[config.mk]
export PLATFORM = sky130hd
export DESIGN_NAME = segment_write_arbiter
export DESIGN_NICKNAME = d
export VERILOG_FILES = /design/src/rtl/segment_write_arbiter_pkg.sv /design/src/rtl/segment_write_arbiter_hold_buffer.sv /design/src/rtl/segment_write_arbiter.sv
export SDC_FILE = /design/constraint.sdc
export NUM_CORES = 1
export LEC_CHECK = 0
export CORE_UTILIZATION = 45
export CTS_CLUSTER_DIAMETER = 80
export DETAILED_ROUTE_END_ITERATION = 7
export PLACE_DENSITY = 0.75
export RECOVER_POWER = 25
export SYNTH_ARGS = -nofsm -noshare
export SYNTH_HDL_FRONTEND = slang
export SYNTH_SLANG_ARGS = --single-unit
[constraint.sdc]
create_clock -name clk -period 2.24 [get_ports clk]
set_clock_uncertainty 0.1 [all_clocks]
set_input_delay 0.448 -clock clk [delete_from_list [all_inputs] [get_ports clk]]
set_output_delay 0.448 -clock clk [all_outputs]
set_load 0.05 [all_outputs]
[src/rtl/segment_write_arbiter_pkg.sv]
// segment_write_arbiter_pkg: segment encodings, widths and port ids shared by the write arbiter
package segment_write_arbiter_pkg;
    localparam int DATA_WIDTH = 16;
    localparam int SEL_WIDTH  = 3;
    localparam int NUM_SEGS   = 6;
    typedef enum logic [SEL_WIDTH-1:0] {
        SEG_ES = 3'd0,
        SEG_CS = 3'd1,
        SEG_SS = 3'd2,
        SEG_DS = 3'd3,
        SEG_FS = 3'd4,
        SEG_GS = 3'd5
    } seg_e;
    typedef enum logic {PORT_A = 1'b0, PORT_B = 1'b1} port_e;
endpackage

[src/rtl/segment_write_arbiter_hold_buffer.sv]
// seg_wr_hold_buffer: one-entry valid/ready hold buffer, popped when the arbiter grants it
module seg_wr_hold_buffer #(
    parameter int DATA_WIDTH = 16,
    parameter int SEL_WIDTH  = 3
) (
    input  logic                  clk,
    input  logic                  reset,
    input  logic                  in_valid,
    output logic                  in_ready,
    input  logic [SEL_WIDTH-1:0]  in_sel,
    input  logic [DATA_WIDTH-1:0] in_data,
    input  logic                  take,
    output logic                  full,
    output logic [SEL_WIDTH-1:0]  sel,
    output logic [DATA_WIDTH-1:0] data
);
    assign in_ready = !full || take;
    always_ff @(posedge clk) begin
        if (reset) begin
            full <= 1'b0;
            sel  <= '0;
            data <= '0;
        end else if (in_valid && in_ready) begin
            full <= 1'b1;
            sel  <= in_sel;
            data <= in_data;
        end else if (take) begin
            full <= 1'b0;
        end
    end
endmodule

[src/rtl/segment_write_arbiter.sv]
// segment_write_arbiter: round-robin sharing of the segment register-file write port between two requesters
module segment_write_arbiter #(
    parameter int DATA_WIDTH = segment_write_arbiter_pkg::DATA_WIDTH,
    parameter int SEL_WIDTH  = segment_write_arbiter_pkg::SEL_WIDTH,
    parameter int NUM_SEGS   = segment_write_arbiter_pkg::NUM_SEGS
) (
    input  logic                  clk,
    input  logic                  reset,
    input  logic                  a_valid,
    output logic                  a_ready,
    input  logic [SEL_WIDTH-1:0]  a_sel,
    input  logic [DATA_WIDTH-1:0] a_data,
    input  logic                  b_valid,
    output logic                  b_ready,
    input  logic [SEL_WIDTH-1:0]  b_sel,
    input  logic [DATA_WIDTH-1:0] b_data,
    output logic                  seg_we,
    output logic [SEL_WIDTH-1:0]  seg_wsel,
    output logic [DATA_WIDTH-1:0] seg_wdata,
    output logic                  write_enable,
    output logic [SEL_WIDTH-1:0]  write_select,
    output logic                  err_bad_sel
);
    import segment_write_arbiter_pkg::*;
    logic                  a_full, b_full, a_take, b_take, g_any, g_legal;
    logic [SEL_WIDTH-1:0]  a_held_sel, b_held_sel, g_sel;
    logic [DATA_WIDTH-1:0] a_held_data, b_held_data, g_data;
    port_e                 rr_ptr;
    seg_wr_hold_buffer #(.DATA_WIDTH(DATA_WIDTH), .SEL_WIDTH(SEL_WIDTH)) u_buf_a (
        .clk(clk), .reset(reset), .in_valid(a_valid), .in_ready(a_ready),
        .in_sel(a_sel), .in_data(a_data), .take(a_take),
        .full(a_full), .sel(a_held_sel), .data(a_held_data)
    );
    seg_wr_hold_buffer #(.DATA_WIDTH(DATA_WIDTH), .SEL_WIDTH(SEL_WIDTH)) u_buf_b (
        .clk(clk), .reset(reset), .in_valid(b_valid), .in_ready(b_ready),
        .in_sel(b_sel), .in_data(b_data), .take(b_take),
        .full(b_full), .sel(b_held_sel), .data(b_held_data)
    );
    assign a_take  = a_full && (!b_full || rr_ptr == PORT_A);
    assign b_take  = b_full && !a_take;
    assign g_any   = a_take || b_take;
    assign g_sel   = a_take ? a_held_sel : b_held_sel;
    assign g_data  = a_take ? a_held_data : b_held_data;
    // Extra bit keeps the compare correct even when NUM_SEGS == 2**SEL_WIDTH
    assign g_legal = {1'b0, g_sel} < (SEL_WIDTH + 1)'(NUM_SEGS);
    assign write_enable = seg_we;
    assign write_select = seg_wsel;
    always_ff @(posedge clk) begin
        if (reset) begin
            rr_ptr      <= PORT_A;
            seg_we      <= 1'b0;
            seg_wsel    <= '0;
            seg_wdata   <= '0;
            err_bad_sel <= 1'b0;
        end else begin
            if (a_full && b_full)
                rr_ptr <= a_take ? PORT_B : PORT_A;
            seg_we      <= g_any && g_legal;
            err_bad_sel <= g_any && !g_legal;
            if (g_any && g_legal) begin
                seg_wsel  <= g_sel;
                seg_wdata <= g_data;
            end
        end
    end
endmodule
==> flow_summary.toml <==
[clocking]
clk_latency_ps = 340
cts_made_buffers = 9
h-tree-depth = 3
cts-hold-fix-buffers = 0
cts_tree = "yes"
cts_sinks = 62
clkSlewWorstSetupHoldPaths_ps = 70
postCtsSetupRepairBufs = 0
clock-root-buffer = "clkbuf_8"
cts_buffer_depth = 2
ctsResizeCount = 1

[worst_setup_path]
endpoint_kind = "primary output"
crit_fanout = 3
path_class = "register to primary output"
critPathLaunchType = "register"
max_stage_delay_ps = 840
cp_cell_sequence = "clkdlybuf4s50_1"
r2r-start = "u_buf_b.full$_SDFFE_PP0P_"
arrival_ps = 1550
crit_family = "buffers and inverters"
r2r_end = "seg_wdata[4]$_SDFFE_PP0P_"
r2r_slack_ps = 300
r2r.worst_path.cells = 5
slowest_stage = "clkdlybuf4s50_1"
cp.required_ps = 1690
crit_buf_inv = 1

[grt]
top_usage_layer = "met2"
grt_start_max_net_pins = 63
grt.met3_usage_pct = 5.51
grt_pass1_wl_um = 9590
use_met1_pct = 27.0
first_global_vias = 1984
grt_overflow = 0
antenna_found_initial = 0
grt_usage_pct = 21.1
gr-usage-met2_pct = 33.1

[run]
cap_viol_max_count = 0

[yosys]
synth.avg_cell_area_um2 = 8.30
seq_area_frac_synth_pct = 49.8
synth_cell_types = 24
synth.net_count = 342
synth_commonest_cells = "nand2_1 (114), dfxtp_1 (62), a21oi_1 (42)"
synth_edf_count = 0
synth_top_area_cell = "dfxtp_1"
synth_cells = 300
synthArstFlopShare_pct = 0
synth_ff_type = "dfxtp_1"
synth_area_leaders = "dfxtp_1 (50%), nand2_1 (17%), a21oi_1 (8.4%)"
synth.most_common_cell = "nand2_1"
synth_seq_cells = 62
yosysTopAreaCellShare_pct = 49.8
ys_warn_count = 0
syn-cell-area_um2 = 2490

[floorplan]
dieArea_um2 = 5840
num_io_pins = 69
die_y_um = 76.4
num_rows = 26
die_w_um = 76.4
start_util_pct = 47.9
core_um2 = 5200

[final_layout]
synthToLayoutAreaGrowth_pct = 36.9
num-nets-final = 404
antenna_cells = 0
stdcell_count = 437
drive_above_1_share_pct = 12.0
num-fill-cells = 440

[timing]
max_freq_mhz = 476
tightest_slew_ps = 520
maxSlewViolCount = 0
hold_violations = 0
layout_min_cycle_time_ps = 2100
rsz0062_at_grt = "no"
relSlewSlack_pct = 65.2
setup_violations = 0
finalSetupTns_ps = 0
period_share_pct = 93.9

[detailed_routing]
drtIter0Drc = 132
wire_per_inst_um = 13.7
antenna_left = 0
vias_per_cell = 5.05
drc = 0
vias = 2206
drt-pass1-iter-count = 4
wl_um = 6000

[placement]
io_buffers = 68
gp_congestion = 0.778
dp_hpwl_um = 3860
place_inst = 421

[power]
leakage_nw = 1.26
vdd_drop_max_uv = 431
pwr_density_cell_nw_per_um2 = 836

[hold_path]
holdCritStartpoint = "u_buf_a.data[10]$_SDFFE_PP0P_"
hold_depth = 2
whs_endpoint = "u_buf_a.data[10]$_SDFFE_PP0P_"
hold_path.class = "register to register"

[status]
outcome = "completed"
[worst register-to-register path, stage by stage (launching register included)]
cell      delay, ps
dfxtp_1         500
a21bo_4         370
mux2i_4         310
buf_12          230
nor2_1          100
a311oi_2        230
[area by class of cell]
cell class / count / area, um2 / share of cell area [%]
sequential: 62 / 1240 / 36.4
timing repair buffer: 76 / 754 / 22.1
clock buffer: 14 / 183 / 5.36
clock inverter: 2 / 37.5 / 1.10
multi-input combinational: 210 / 1100 / 32.1
tap: 70 / 87.6 / 2.57
inverter: 3 / 11.3 / 0.330
[per-stage QoR]
stage | area, um2 | hold WS (ps) | total power [mW] | worst slack (ps) | util (%)
finish | 3410 | 355 | 2.85 | 138 | 65.5
CTS | 3410 | 356 | 2.86 | 132 | 65.6
global route | 3410 | 368 | 2.97 | 79.8 | 65.5
global placement | 3190 | 342 | 1.81 | 308 | 61.4
floorplan | 2490 | 337 | 1.62 | 295 | -
detailed placement | 3190 | 347 | 1.82 | 268 | 61.4
[cell families after synthesis]
| kind of cell | share of synthesized area [%] |
|---|---|
| simple gates | 22.9 |
| compound gates | 20.2 |
| flops | 49.8 |
| buf+inv | 6.18 |
| mux | 0.904 |
[cells in the final DEF, fill, tap and decap left out, types with 2 or more instances in the layout]
cell type	count
a311oi_2	13
nor2_1	17
a311oi_1	4
and2_1	2
nor2_2	3
nor3_1	3
dfxtp_1	62
a21oi_1	42
clkbuf_8	13
buf_4	6
inv_1	3
clkdlybuf4s50_1	65
nand2_1	114
o2bb2ai_1	2
buf_12	2
o32ai_1	2
[routing by layer]
metal	share of wire (%)	vias to the layer above
met5	0	-
met4	1.9	0
met3	4.8	10
met2	46	64
met1	47	1007
li1	-	1125
[sequential cells by signal, summed over array words and instances, names as in the netlist]
| signal | count |
|---|---|
| u_buf_a.full | 1 |
| rr_ptr | 1 |
| err_bad_sel | 1 |
| u_buf_a.data | 16 |
| u_buf_b.sel | 3 |
| seg_wsel | 3 |
| seg_wdata | 16 |
| seg_we | 1 |
| u_buf_b.full | 1 |
| u_buf_a.sel | 3 |
| u_buf_b.data | 16 |
[how the worst max path moves through the flow]
| stage | cells past startpoint | slack, ps | startpoint | end |
|---|---|---|---|---|
| 6_report | 1 | 140 | seg_wsel[2]$_SDFFE_PP0P_ | write_select[2] |
| 5_1_grt | 2 | 80 | u_buf_b.full$_SDFFE_PP0P_ | a_ready |
| 4_1_cts | 1 | 130 | seg_wsel[2]$_SDFFE_PP0P_ | write_select[2] |
| 3_5_place_dp | 2 | 270 | u_buf_b.full$_SDFFE_PP0P_ | a_ready |
| 3_3_place_gp | 2 | 310 | u_buf_b.full$_SDFFE_PP0P_ | a_ready |
| 2_1_floorplan | 7 | 300 | u_buf_b.full$_SDFFE_PP0P_ | u_buf_b.data[0]$_SDFFE_PP0P_ |
[power by group]
group          switching [mW]  internal, mW
clock                   0.416         0.636
combinational           0.338         0.229
sequential             0.0498          1.18
No activity file was read; power rests on OpenSTA's default activity.
